File: config.mk
export PLATFORM = sky130hd
export DESIGN_NAME = sys_reset_sequencer
export DESIGN_NICKNAME = d
export VERILOG_FILES = /design/src/rtl/sys_reset_sequencer.sv
export SDC_FILE = /design/constraint.sdc
export NUM_CORES = 1
export LEC_CHECK = 0
export BUFFER_PORTS_ARGS = -buffer_cell sky130_fd_sc_hd__buf_4
export CAP_MARGIN = 40
export CORE_MARGIN = 1
export CORE_UTILIZATION = 55
export CTS_CLUSTER_DIAMETER = 30
export DETAILED_ROUTE_END_ITERATION = 16
export MAX_ROUTING_LAYER = met4
export PLACE_DENSITY = 0.82
export RECOVER_POWER = 25
export SYNTH_ARGS = -nofsm -noshare
export SYNTH_HDL_FRONTEND = slang
export SYNTH_SLANG_ARGS = --single-unit
File: constraint.sdc
create_clock -name clock -period 1.95 [get_ports clock]
set_input_delay 0.39 -clock clock [delete_from_list [all_inputs] [get_ports clock]]
set_output_delay 0.39 -clock clock [all_outputs]
set_load 0.05 [all_outputs]
File: src/rtl/sys_reset_sequencer.sv
// Board reset sequencer. Waits for a stable PLL lock, then releases peripheral reset and later core reset.
// Latency: lock to periph release is 2+LOCK_STABLE_CYCLES edges. All outputs are registered.
// No backpressure. Optional software reset request is enabled by `SYS_RESET_SWREQ_EN.
module sys_reset_sequencer #(
    parameter int LOCK_STABLE_CYCLES    = 1024,
    parameter int PERIPH_TO_CORE_CYCLES = 16,
    parameter int SWRESET_HOLD_CYCLES   = 32
) (
    input  logic       clock,
    input  logic       reset,
    input  logic       pll_locked,
`ifdef SYS_RESET_SWREQ_EN
    input  logic       sw_reset_req,
`endif
    output logic       periph_reset,
    output logic       core_reset,
    output logic       ready,
    output logic [7:0] lock_loss_count
);

    localparam int MAXP_A = (LOCK_STABLE_CYCLES > PERIPH_TO_CORE_CYCLES) ?
                            LOCK_STABLE_CYCLES : PERIPH_TO_CORE_CYCLES;
    localparam int MAXP   = (MAXP_A > SWRESET_HOLD_CYCLES) ? MAXP_A : SWRESET_HOLD_CYCLES;
    localparam int CW     = $clog2(MAXP + 1);

    localparam logic [CW-1:0] LS_LAST  = CW'(LOCK_STABLE_CYCLES - 1);
    localparam logic [CW-1:0] P2C_LAST = CW'(PERIPH_TO_CORE_CYCLES - 1);
`ifdef SYS_RESET_SWREQ_EN
    localparam logic [CW-1:0] SW_LAST  = CW'(SWRESET_HOLD_CYCLES - 1);
`endif

    typedef enum logic [2:0] {
        WAIT_LOCK  = 3'd0,
        STABILIZE  = 3'd1,
        PERIPH_RUN = 3'd2,
        RUN        = 3'd3
`ifdef SYS_RESET_SWREQ_EN
        , SW_HOLD  = 3'd4
`endif
    } state_t;

    state_t        r_state;
    state_t        w_state_nxt;
    logic [CW-1:0] r_cnt;
    logic [CW-1:0] w_cnt_nxt;
    logic [7:0]    r_loss_cnt;
    logic [7:0]    w_loss_nxt;
    logic          r_sync1;
    logic          r_lock_s;
    logic          r_periph_reset;
    logic          r_core_reset;
    logic          r_ready;
    logic          w_lost;
`ifdef SYS_RESET_SWREQ_EN
    logic          w_sw_go;
`endif

    // Losing lock only counts once the peripherals have been let out of reset.
    assign w_lost = !r_lock_s && ((r_state == PERIPH_RUN) || (r_state == RUN)
`ifdef SYS_RESET_SWREQ_EN
                                  || (r_state == SW_HOLD)
`endif
                                 );

`ifdef SYS_RESET_SWREQ_EN
    assign w_sw_go = sw_reset_req && ((r_state == PERIPH_RUN) || (r_state == RUN));
`endif

    always_comb begin
        w_state_nxt = r_state;
        w_cnt_nxt   = r_cnt;
        w_loss_nxt  = r_loss_cnt;
        if (w_lost) begin
            w_state_nxt = WAIT_LOCK;
            w_cnt_nxt   = '0;
            if (r_loss_cnt != 8'hFF) begin
                w_loss_nxt = r_loss_cnt + 8'd1;
            end
`ifdef SYS_RESET_SWREQ_EN
        end else if (w_sw_go) begin
            w_state_nxt = SW_HOLD;
            w_cnt_nxt   = '0;
`endif
        end else begin
            case (r_state)
                WAIT_LOCK: begin
                    if (r_lock_s) begin
                        w_state_nxt = STABILIZE;
                        w_cnt_nxt   = '0;
                    end
                end
                STABILIZE: begin
                    if (!r_lock_s) begin
                        w_state_nxt = WAIT_LOCK;
                        w_cnt_nxt   = '0;
                    end else if (r_cnt == LS_LAST) begin
                        w_state_nxt = PERIPH_RUN;
                        w_cnt_nxt   = '0;
                    end else begin
                        w_cnt_nxt = r_cnt + 1'b1;
                    end
                end
                PERIPH_RUN: begin
                    if (r_cnt == P2C_LAST) begin
                        w_state_nxt = RUN;
                        w_cnt_nxt   = '0;
                    end else begin
                        w_cnt_nxt = r_cnt + 1'b1;
                    end
                end
                RUN: begin
                    w_state_nxt = RUN;
                end
`ifdef SYS_RESET_SWREQ_EN
                // Lock is known good here, so the hold returns straight to PERIPH_RUN.
                SW_HOLD: begin
                    if (r_cnt == SW_LAST) begin
                        w_state_nxt = PERIPH_RUN;
                        w_cnt_nxt   = '0;
                    end else begin
                        w_cnt_nxt = r_cnt + 1'b1;
                    end
                end
`endif
                default: begin
                    w_state_nxt = WAIT_LOCK;
                    w_cnt_nxt   = '0;
                end
            endcase
        end
    end

    // Outputs are decoded from the next state so they move on the same edge as the FSM.
    always_ff @(posedge clock) begin
        if (reset) begin
            r_state        <= WAIT_LOCK;
            r_cnt          <= '0;
            r_loss_cnt     <= 8'd0;
            r_sync1        <= 1'b0;
            r_lock_s       <= 1'b0;
            r_periph_reset <= 1'b1;
            r_core_reset   <= 1'b1;
            r_ready        <= 1'b0;
        end else begin
            r_state        <= w_state_nxt;
            r_cnt          <= w_cnt_nxt;
            r_loss_cnt     <= w_loss_nxt;
            r_sync1        <= pll_locked;
            r_lock_s       <= r_sync1;
            r_periph_reset <= !((w_state_nxt == PERIPH_RUN) || (w_state_nxt == RUN));
            r_core_reset   <= (w_state_nxt != RUN);
            r_ready        <= (w_state_nxt == RUN);
        end
    end

    assign periph_reset    = r_periph_reset;
    assign core_reset      = r_core_reset;
    assign ready           = r_ready;
    assign lock_loss_count = r_loss_cnt;

endmodule

==> summary.md <==
| Metric | Value |
|---|---|
| PortBufs | 13 |
| Top-count cell post-synth | dfxtp_1 |
| Die Height | 50.4 µm |
| Outcome | complete, no violations |
| Ys flop type | dfxtp_1 |
| Worst slew pin tran | 0.606 ns |
| Hold WS | 0.271 ns |
| GPL Wtd Cong | 0.873 |
| Unrepaired setup endpoints after global routing | no |
| Maxcap violations | 0 |
| WL final | 2530 µm |
| Die width | about 50 µm |
| Die area | around 2500 µm² |
| Clock root cell | clkbuf_4 |
| Max clock buf depth | 2 |
| Mapped Cells | 139 |
| Post-synth EDFFs | 0 |
| Syn_area_per_cell | ~9.3 µm² |
| Congestion Overflow GR | 0 |
| Final Cell Area | 1400 µm² |
| Area grow syn2layout | 9.14% |
| HP Class | in2reg |
| Vias in the first global route | between 900 and 1000 |
| Number of antenna violations at the first check in global routing | 0 |
| Tcrit/Tclk final | 0.945 |
| CTS tree | done |
| CP max FO | 10 |
| Cell Pwr Density | 593 nW/µm² |
| Core box area | 2210 µm² |
| Starting DRT DRC Count | 34 |
| Post-CTS sizing | 0 |
| Worst clock skew | about 0.006 ns |
| Top Ports | 14 |
| Antenna Cells | 0 |
| Netlist Area Pre-Place | 1290 µm² |
| Synth area leader | dfxtp_1 |
| Largest net degree at the start of global routing | 15 |
| Setup repair bufs after CTS | 0 |
| Final setup viols | 0 |
| Leading cell types by count after synthesis | dfxtp_1, nor2_1, a21oi_1, nand2_1, xor2_1 |
| Async set-reset flop share out of synthesis | 0 |
| Distinct cell type count after synthesis | 41 |
| CTS buffer count | 3 |
| Synth top area share | 0.420 |
| R2R cell count | 5 |
| Rows | 17 |
| Slew headroom | 0.598 |
| Total track usage | 0.223 |
| Reg clk slew, reported paths | between 0.1 and 0.15 ns |
| Maximum vdd drop | 0.519 mV |
| CP endpoint kind | register |
| Slew Limit Fails | 0 |
| First-pass GRT wire length | roughly 4200 µm |
| Mapped Nets | 144 |
| Worst endpoint data arrival time | just over 2 ns |
| Cell Area, Placed | 1400 µm² |
| Clk_lat worst skew | 0.32 ns |
| Drt pass-1 iters | 4 |
| Drt wl/cell | 13.9 µm |
| HPWL after DPL | 1830 µm |
| WP data required | 2.16 ns |
| Min cycle time layout | 1.84 ns |
| Htree depth | 1 |
| Synth warn | 0 |
| DRC | 0 |
| P_leak | 0.481 nW |
| Fin. Hold Viols | 0 |
| Share of cells above drive strength 1 | 0.0909 |
| Seq/Total Area, Yosys | 0.420 |
| Synth top area cells | dfxtp_1, xor2_1, nor2_1 |
| Via count | between 1000 and 1500 |
| FF+latch count, synth | 27 |
| Hold_buf cts | 0 |
| Setup crit start kind | register |
| FMAX | 543 MHz |
| Initial core utilization | 0.581 |
| Worst hold path depth | 2 |
| WS Path Type | reg2reg |
| Nets@finish | 160 |
| Antenna Nets Post-Route | 0 |
| Post-Route Setup TNS | 0 ns |
| Clk sinks | 27 |
| Vias per cell | 6.04 |
metrics by stage:
step / cells / total power, mW / util / worst slack (ns)
finish: 182 / 0.833 / 0.635 / 0.108
global placement: 178 / 0.607 / 0.635 / 0.231
floorplan: 139 / 0.602 / - / 0.190
global route: 182 / 0.865 / 0.635 / 0.00774
CTS: 182 / 0.841 / 0.646 / 0.114
detailed placement: 178 / 0.609 / 0.635 / 0.146
sequential cells by signal, summed over array words and instances, names as in the netlist:
name / count
ready: 1
r_cnt: 11
periph_reset: 1
core_reset: 1
r_lock_s: 1
r_state: 3
lock_loss_count: 8
r_sync1: 1
worst paths after layout:
check / from / endpoint / slack (ns)
worst max-delay path: r_cnt[0] / r_cnt[6] / 0.11
worst min-delay path: pll_locked / r_sync1 / 0.27
worst max register to register: r_cnt[0] / r_cnt[6] / 0.11
worst min register to register: r_sync1 / r_lock_s / 0.47
area by class of cell:
type,instances,area (µm²)
fillers,214,808
repair buffers,13,71.3
inverters,3,11.3
multi-input cells,107,719
flip-flops and latches,27,541
clock buffers,4,26.3
well taps,28,35.0
cells in the final DEF, fill, tap and decap left out, types with 2 or more instances in the layout:
master,n
a21oi_1,10
a31oi_1,2
and2_1,4
and3_1,2
and4_1,2
buf_4,6
clkbuf_1,8
clkbuf_4,3
dfxtp_1,27
ha_1,2
inv_1,3
mux2i_1,3
nand2_1,10
nand3_1,6
nand4_1,4
nor2_1,15
nor2b_1,2
o21ai_0,4
o31ai_1,5
or3_1,4
or4_1,5
xor2_1,7
per-layer routing:
layer / GRT usage / wire length (µm) / part of all wire / vias to the layer above
met3: 0.0364 / 106 / 0.042 / 4
met4: 0.0833 / 29 / 0.011 / 0
met5: - / 0 / 0 / -
met1: 0.245 / 1120 / 0.44 / 519
li1: - / - / - / 545
met2: 0.400 / 1280 / 0.51 / 31
worst max-delay path, stage by stage (launching register included):
cell and delay [ns]:
dfxtp_1 0.45, ha_1 0.24, and4b_1 0.28, a31oi_1 0.16, o31ai_4 0.50, nor2_1 0.10
report_power, final:
| group | internal, mW | switching (mW) | leakage, nW | total (mW) |
|---|---|---|---|---|
| sequential | 0.557 | 0.00730 | 0.218 | 0.564 |
| combinational | 0.0117 | 0.0199 | 0.247 | 0.0315 |
| clock | 0.0801 | 0.157 | 0.0150 | 0.237 |
kinds of logic (layout without fill, tap and decap cells):
| logic type | count (synthesis) | after routing | synth area share |
|---|---|---|---|
| mux | 3 | 3 | 0.0233 |
| compound gates | 29 | 29 | 0.158 |
| xor+xnor | 8 | 8 | 0.0545 |
| buf+inv | 5 | 20 | 0.0204 |
| other cells | 1 | 1 | 0.00292 |
| simple gates | 64 | 64 | 0.302 |
| flops | 27 | 27 | 0.420 |
| fa+ha+maj | 2 | 2 | 0.0195 |
Power figures use the tool's default switching activity.
